[config.mk]
export PLATFORM = sky130hd
export DESIGN_NAME = combination_keypad_conditioner
export DESIGN_NICKNAME = d
export VERILOG_FILES = /design/src/rtl/combination_keypad_conditioner_pkg.sv /design/src/rtl/combination_keypad_conditioner_button_debounce.sv /design/src/rtl/combination_keypad_conditioner.sv
export SDC_FILE = /design/constraint.sdc
export NUM_CORES = 1
export LEC_CHECK = 0
export CELL_PAD_IN_SITES_DETAIL_PLACEMENT = 1
export CELL_PAD_IN_SITES_GLOBAL_PLACEMENT = 2
export CORE_UTILIZATION = 39
export DETAILED_ROUTE_END_ITERATION = 10
export DONT_BUFFER_PORTS = 1
export PLACE_DENSITY = 0.72
export SETUP_SLACK_MARGIN = 0.2
export SLEW_MARGIN = 20
export SYNTH_ARGS = -nofsm -noshare
export SYNTH_HDL_FRONTEND = slang
export SYNTH_SLANG_ARGS = --single-unit
export TNS_END_PERCENT = 20
[constraint.sdc]
create_clock -name clk -period 1.3 [get_ports clk]
set_input_delay 0.325 -clock clk [delete_from_list [all_inputs] [get_ports clk]]
set_output_delay 0.325 -clock clk [all_outputs]
set_load 0.1 [all_outputs]
[src/rtl/combination_keypad_conditioner_pkg.sv]
// ---------------------------------------------------------------------------
// combination_keypad_conditioner_pkg
// Shared definitions for the keypad conditioner:
//   - chan_state_t : per-button debounce FSM state encoding
//   - cnt_width()  : counter width needed to hold a cycle count (minimum 1)
// ---------------------------------------------------------------------------
package combination_keypad_conditioner_pkg;

    // Per-channel debounce state; encoding fixed so waveforms read the same
    // in every build.
    typedef enum logic [1:0] {
        RELEASED     = 2'd0,
        PRESS_WAIT   = 2'd1,
        PRESSED      = 2'd2,
        RELEASE_WAIT = 2'd3
    } chan_state_t;

    // Bits needed to represent 0..cycles; never returns less than 1.
    function automatic int cnt_width(input int cycles);
        int w;
        if (cycles < 1) begin
            w = 1;
        end else begin
            w = $clog2(cycles + 1);
        end
        return w;
    endfunction

endpackage

[src/rtl/combination_keypad_conditioner_button_debounce.sv]
// ---------------------------------------------------------------------------
// button_debounce
// One keypad channel: 2-flop synchroniser, debounce FSM and saturating
// stability counter. press_evt pulses for one cycle on the clock edge where
// a press is accepted; a held key never re-fires.
//
// Ports:
//   clk       : system clock
//   rst       : asynchronous active-low reset
//   btn_raw   : raw, bouncy, asynchronous button level (active-high)
//   press_evt : one-cycle press acceptance (combinational from FSM state)
// ---------------------------------------------------------------------------
module button_debounce
    import combination_keypad_conditioner_pkg::*;
#(
    parameter int DEBOUNCE_CYCLES = 4
) (
    input  logic clk,
    input  logic rst,
    input  logic btn_raw,
    output logic press_evt
);

    localparam int CW = cnt_width(DEBOUNCE_CYCLES);
    localparam logic [CW-1:0] CNT_ZERO = {CW{1'b0}};
    localparam logic [CW-1:0] CNT_ONE  = CW'(1);
    localparam logic [CW-1:0] CNT_MAX  = CW'(DEBOUNCE_CYCLES);

    logic        sync_meta_r;
    logic        sync_q_r;
    chan_state_t state_r;
    chan_state_t state_s;
    logic [CW-1:0] cnt_r;
    logic [CW-1:0] cnt_s;

    // Two-flop synchroniser; only sync_q_r is consumed downstream.
    always_ff @(posedge clk or negedge rst) begin
        if (!rst) begin
            sync_meta_r <= 1'b0;
            sync_q_r    <= 1'b0;
        end else begin
            sync_meta_r <= btn_raw;
            sync_q_r    <= sync_meta_r;
        end
    end

    // Debounce FSM state and stability counter registers.
    always_ff @(posedge clk or negedge rst) begin
        if (!rst) begin
            state_r <= RELEASED;
            cnt_r   <= CNT_ZERO;
        end else begin
            state_r <= state_s;
            cnt_r   <= cnt_s;
        end
    end

    // Next-state, counter update and press event. The counter only
    // increments below CNT_MAX, so it saturates instead of wrapping.
    always_comb begin
        state_s   = state_r;
        cnt_s     = cnt_r;
        press_evt = 1'b0;
        case (state_r)
            RELEASED: begin
                if (sync_q_r) begin
                    state_s = PRESS_WAIT;
                    cnt_s   = CNT_ONE;
                end else begin
                    cnt_s = CNT_ZERO;
                end
            end
            PRESS_WAIT: begin
                if (!sync_q_r) begin
                    state_s = RELEASED;
                    cnt_s   = CNT_ZERO;
                end else if (cnt_r >= CNT_MAX) begin
                    state_s   = PRESSED;
                    cnt_s     = CNT_ZERO;
                    press_evt = 1'b1;
                end else begin
                    cnt_s = cnt_r + CNT_ONE;
                end
            end
            PRESSED: begin
                if (!sync_q_r) begin
                    state_s = RELEASE_WAIT;
                    cnt_s   = CNT_ONE;
                end else begin
                    cnt_s = CNT_ZERO;
                end
            end
            RELEASE_WAIT: begin
                if (sync_q_r) begin
                    state_s = PRESSED;
                    cnt_s   = CNT_ZERO;
                end else if (cnt_r >= CNT_MAX) begin
                    state_s = RELEASED;
                    cnt_s   = CNT_ZERO;
                end else begin
                    cnt_s = cnt_r + CNT_ONE;
                end
            end
            default: begin
                state_s = RELEASED;
                cnt_s   = CNT_ZERO;
            end
        endcase
    end

endmodule

[src/rtl/combination_keypad_conditioner.sv]
// ---------------------------------------------------------------------------
// combination_keypad_conditioner
// Conditions the ZERO and ONE push-buttons for the combination-lock FSM:
// synchronise, debounce, edge-detect, then arbitrate so that at most one
// clean single-cycle strobe per physical press reaches the lock. Presses
// accepted on the same edge are both suppressed and flagged as a conflict.
//
// Optional feature (macro KEYPAD_INTER_KEY_TIMEOUT_EN): an inter-key timer
// restarted by every zero/one/conflict strobe; TIMEOUT_CYCLES cycles after
// the last strobe it pulses key_timeout once. Without the macro key_timeout
// is tied low and TIMEOUT_CYCLES has no effect.
//
// Ports:
//   clk          : system clock
//   rst          : asynchronous active-low reset
//   btn_zero_raw : raw ZERO button level (async, active-high)
//   btn_one_raw  : raw ONE button level (async, active-high)
//   zero         : registered strobe, accepted ZERO press
//   one          : registered strobe, accepted ONE press
//   conflict     : registered strobe, both presses on the same edge
//   key_timeout  : registered strobe, inter-key timeout (feature only)
// ---------------------------------------------------------------------------
module combination_keypad_conditioner
    import combination_keypad_conditioner_pkg::*;
#(
    parameter int DEBOUNCE_CYCLES = 4,
    parameter int TIMEOUT_CYCLES  = 1000
) (
    input  logic clk,
    input  logic rst,
    input  logic btn_zero_raw,
    input  logic btn_one_raw,
    output logic zero,
    output logic one,
    output logic conflict,
    output logic key_timeout
);

    // Reject parameter values the debounce and timeout logic cannot honour.
    if (DEBOUNCE_CYCLES < 1 || TIMEOUT_CYCLES < 1) begin : g_param_check
        $error("combination_keypad_conditioner: DEBOUNCE_CYCLES and TIMEOUT_CYCLES must be >= 1");
    end

    logic zero_evt_s;
    logic one_evt_s;
    logic zero_r;
    logic one_r;
    logic conflict_r;

    button_debounce #(.DEBOUNCE_CYCLES(DEBOUNCE_CYCLES)) u_zero_debounce (
        .clk       (clk),
        .rst       (rst),
        .btn_raw   (btn_zero_raw),
        .press_evt (zero_evt_s)
    );

    button_debounce #(.DEBOUNCE_CYCLES(DEBOUNCE_CYCLES)) u_one_debounce (
        .clk       (clk),
        .rst       (rst),
        .btn_raw   (btn_one_raw),
        .press_evt (one_evt_s)
    );

    // Arbitration: a lone event passes, same-edge events become a conflict.
    always_ff @(posedge clk or negedge rst) begin
        if (!rst) begin
            zero_r     <= 1'b0;
            one_r      <= 1'b0;
            conflict_r <= 1'b0;
        end else begin
            zero_r     <= zero_evt_s & ~one_evt_s;
            one_r      <= one_evt_s & ~zero_evt_s;
            conflict_r <= zero_evt_s & one_evt_s;
        end
    end

    assign zero     = zero_r;
    assign one      = one_r;
    assign conflict = conflict_r;

`ifdef KEYPAD_INTER_KEY_TIMEOUT_EN
    localparam int TW = cnt_width(TIMEOUT_CYCLES);
    localparam logic [TW-1:0] TO_ZERO = {TW{1'b0}};
    localparam logic [TW-1:0] TO_ONE  = TW'(1);
    localparam logic [TW-1:0] TO_LAST = TW'(TIMEOUT_CYCLES - 1);

    logic [TW-1:0] to_cnt_r;
    logic          to_armed_r;
    logic          key_timeout_r;
    logic          any_evt_s;

    // Any event that will produce a strobe this edge restarts the timer, so
    // the count stays aligned with the strobe cycle and beats a coincident
    // expiry.
    assign any_evt_s = zero_evt_s | one_evt_s;

    // Inter-key timer: counts from the last strobe, fires once, then idles.
    always_ff @(posedge clk or negedge rst) begin
        if (!rst) begin
            to_cnt_r      <= TO_ZERO;
            to_armed_r    <= 1'b0;
            key_timeout_r <= 1'b0;
        end else if (any_evt_s) begin
            to_cnt_r      <= TO_ZERO;
            to_armed_r    <= 1'b1;
            key_timeout_r <= 1'b0;
        end else if (to_armed_r && (to_cnt_r == TO_LAST)) begin
            to_cnt_r      <= to_cnt_r + TO_ONE;
            to_armed_r    <= 1'b0;
            key_timeout_r <= 1'b1;
        end else if (to_armed_r) begin
            to_cnt_r      <= to_cnt_r + TO_ONE;
            to_armed_r    <= 1'b1;
            key_timeout_r <= 1'b0;
        end else begin
            to_cnt_r      <= to_cnt_r;
            to_armed_r    <= 1'b0;
            key_timeout_r <= 1'b0;
        end
    end

    assign key_timeout = key_timeout_r;
`else
    assign key_timeout = 1'b0;
`endif

endmodule

==> flow_summary.ini <==
[grt]
grt_pass1_wl_mm = 1.78
antenna_found_initial = 0
grt_max_degree = 18
grt.overflow.total = 0
grt_use_total_pct = 13.4
grt_pass1_vias = 397

[flow_run]
maxCapViolations = 0

[clock_tree]
clock-sinks = 17
clock_latency_ns = 0.28
cts_tree = built
ctsRootBufferMaster = clkbuf_4
cts_buffers = 3
htree_levels = 1
path_clk_slew_ns = 0.09
clk_path_buf_depth = 2

[sta]
whs_ns = 0.0645
final_max_slew_viol_count = 0
setup-tns-final_ns = 0
fin_skew_ns = 0.00637
setup_ws_ns = 0.0794
slew_headroom_pct = 50.6
min_period_over_period_pct = 93.9
fmax_mhz = 819
worst_pin_slew_ns = 0.741
setup_viol = 0
rsz0062_at_grt = yes
period_minus_slack_ns = 1.22
hold_violations = 0

[cells_and_area]
layout_commonest_cell = dfrtp_1
area_growth_pct = 14.4
fin_nets = 64
diodes = 0
layout.cells.non_filler = 71
final_cell_mix = dfrtp_1, inv_1, ha_1
drive_above_1_share_pct = 20.0
finalInstanceArea_um2 = 757
fin_util_pct = 49.1

[hold_path]
hold_path.class = in2reg

[power_and_ir_drop]
seq_power_share_pct = 58.9
p_leak_nw = 0.355
totalPowerFinal_mw = 1.23
clkPwrFrac_pct = 21.5
switching_share_pct = 29.5
p_sw_mw = 0.363
p_per_area_mw_per_mm2 = 1630
ir_worst_vdd_mv = 0.728
p_comb_share_pct = 19.6
p_int_mw = 0.868

[setup_path]
cp.required_ns = 0.98
arrival_ns = 0.90
critPathLaunchType = flop
worst-path-max-fanout = 1
end_kind = output pin
path_class = reg2out

[route]
antenna_left = 0
drc = 0
first_pass_iters = 2
viasPerCell = 5.08
drtIter0Drc = 1
wire_per_inst_um = 13.7
vias = 361
totalWireLength_um = 975

[synthesis]
synth_seq_cells = 17
postSynthAreaPerCell_um2 = 13.5
syn_nets = 57
netlist_area_um2 = 662
synth_warnings = 0
synth_cell_type_count = 15
netlist_instances = 49
seq_area_frac_synth_pct = 64.3

[die]
die_w_um = 43.2
die_area_mm2 = 0.00187
num_io_pins = 8
die_y_um = 43.2
core_mm2 = 0.00154
start_util_pct = 42.9
rows = 14

[run_status]
status = finished clean

[placement]
place_area_um2 = 716
portBuffers = 0
dp.cells = 66
dp_slack_ns = 0.221
place.gp.congestion = 0.605
==> final cells by class <==
cell class	count	area [um^2]
Tap cell	16	20.0
Timing Repair Buffer	3	52.6
Multi-Input combinational cell	27	214
Sequential cell	17	429
Clock buffer	4	26.3
Fill cell	162	785
Inverter	4	15.0
==> repair_timing <==
item / CTS / global route
setup buffers: 0 / 0
setup endpoints to repair: 3 / 23
pin swaps: 0 / 0
hold endpoints to repair: 17 / 0
hold buffers: 1 / 0
resized for setup: 1 / 1
==> per-layer routing <==
metal / vias to the layer above / wire length, um / global-route usage (%)
met1: 181 / 417 / 18.9
met5: - / 0 / 0
met3: 2 / 38 / 2.55
met4: 0 / 4 / 7.27
met2: 8 / 514 / 19.4
li1: 170 / - / -
==> kinds of logic (layout without fill, tap and decap cells) <==
logic type | Yosys count | after routing | synth area share [%]
AO/OA/AOI/OAI | 4 | 4 | 3.78
buffers and inverters | 5 | 11 | 3.40
XOR/XNOR | 2 | 2 | 2.65
other | 1 | 1 | 0.567
flip-flops | 17 | 17 | 64.3
AND/OR/NAND/NOR | 14 | 14 | 14.4
multiplexers | 2 | 2 | 3.40
adder cells (fa/ha/maj) | 4 | 4 | 7.56
==> power groups by stage <==
stage / Sequential (mW) / Combinational (mW) / Clock [mW]
2_1_floorplan: 0.717 / 0.180 / 0
3_3_place_gp: 0.723 / 0.201 / 0
3_5_place_dp: 0.739 / 0.233 / 0
4_1_cts: 0.727 / 0.247 / 0.279
5_1_grt: 0.747 / 0.286 / 0.297
6_report: 0.725 / 0.241 / 0.265
==> final timing paths <==
check / startpoint / to / cells after the start / slack (ns)
worst min-delay path: btn_one_raw / u_one_debounce.sync_meta_r / 0 / 0.06
min in group asynchronous: rst / asynchronous set/reset pin / 1 / 0.17
worst max register to register: u_zero_debounce.sync_q_r / u_zero_debounce.cnt_r[2] / 2 / 0.19
worst max-delay path: conflict / conflict / 0 / 0.08
worst min register to register: u_zero_debounce.sync_meta_r / u_zero_debounce.sync_q_r / 0 / 0.36
max in group asynchronous: rst / conflict / 1 / 0.59
==> Yosys cell counts <==
| library cell | number | area (um^2) |
|---|---|---|
| o21a_1 | 2 | 15.0 |
| inv_1 | 4 | 15.0 |
| buf_4 | 1 | 7.51 |
| ha_1 | 4 | 50.1 |
| nand2_1 | 3 | 11.3 |
| conb_1 | 1 | 3.75 |
| a21oi_1 | 2 | 10.0 |
| and4bb_2 | 3 | 37.5 |
| nor2b_1 | 2 | 12.5 |
| nand4b_1 | 2 | 17.5 |
| nor2_1 | 3 | 11.3 |
| nor3_1 | 1 | 5.00 |
| xnor2_1 | 2 | 17.5 |
| dfrtp_1 | 17 | 425 |
| mux2_2 | 2 | 22.5 |
Note: power is estimated with default switching activity, not from simulation.
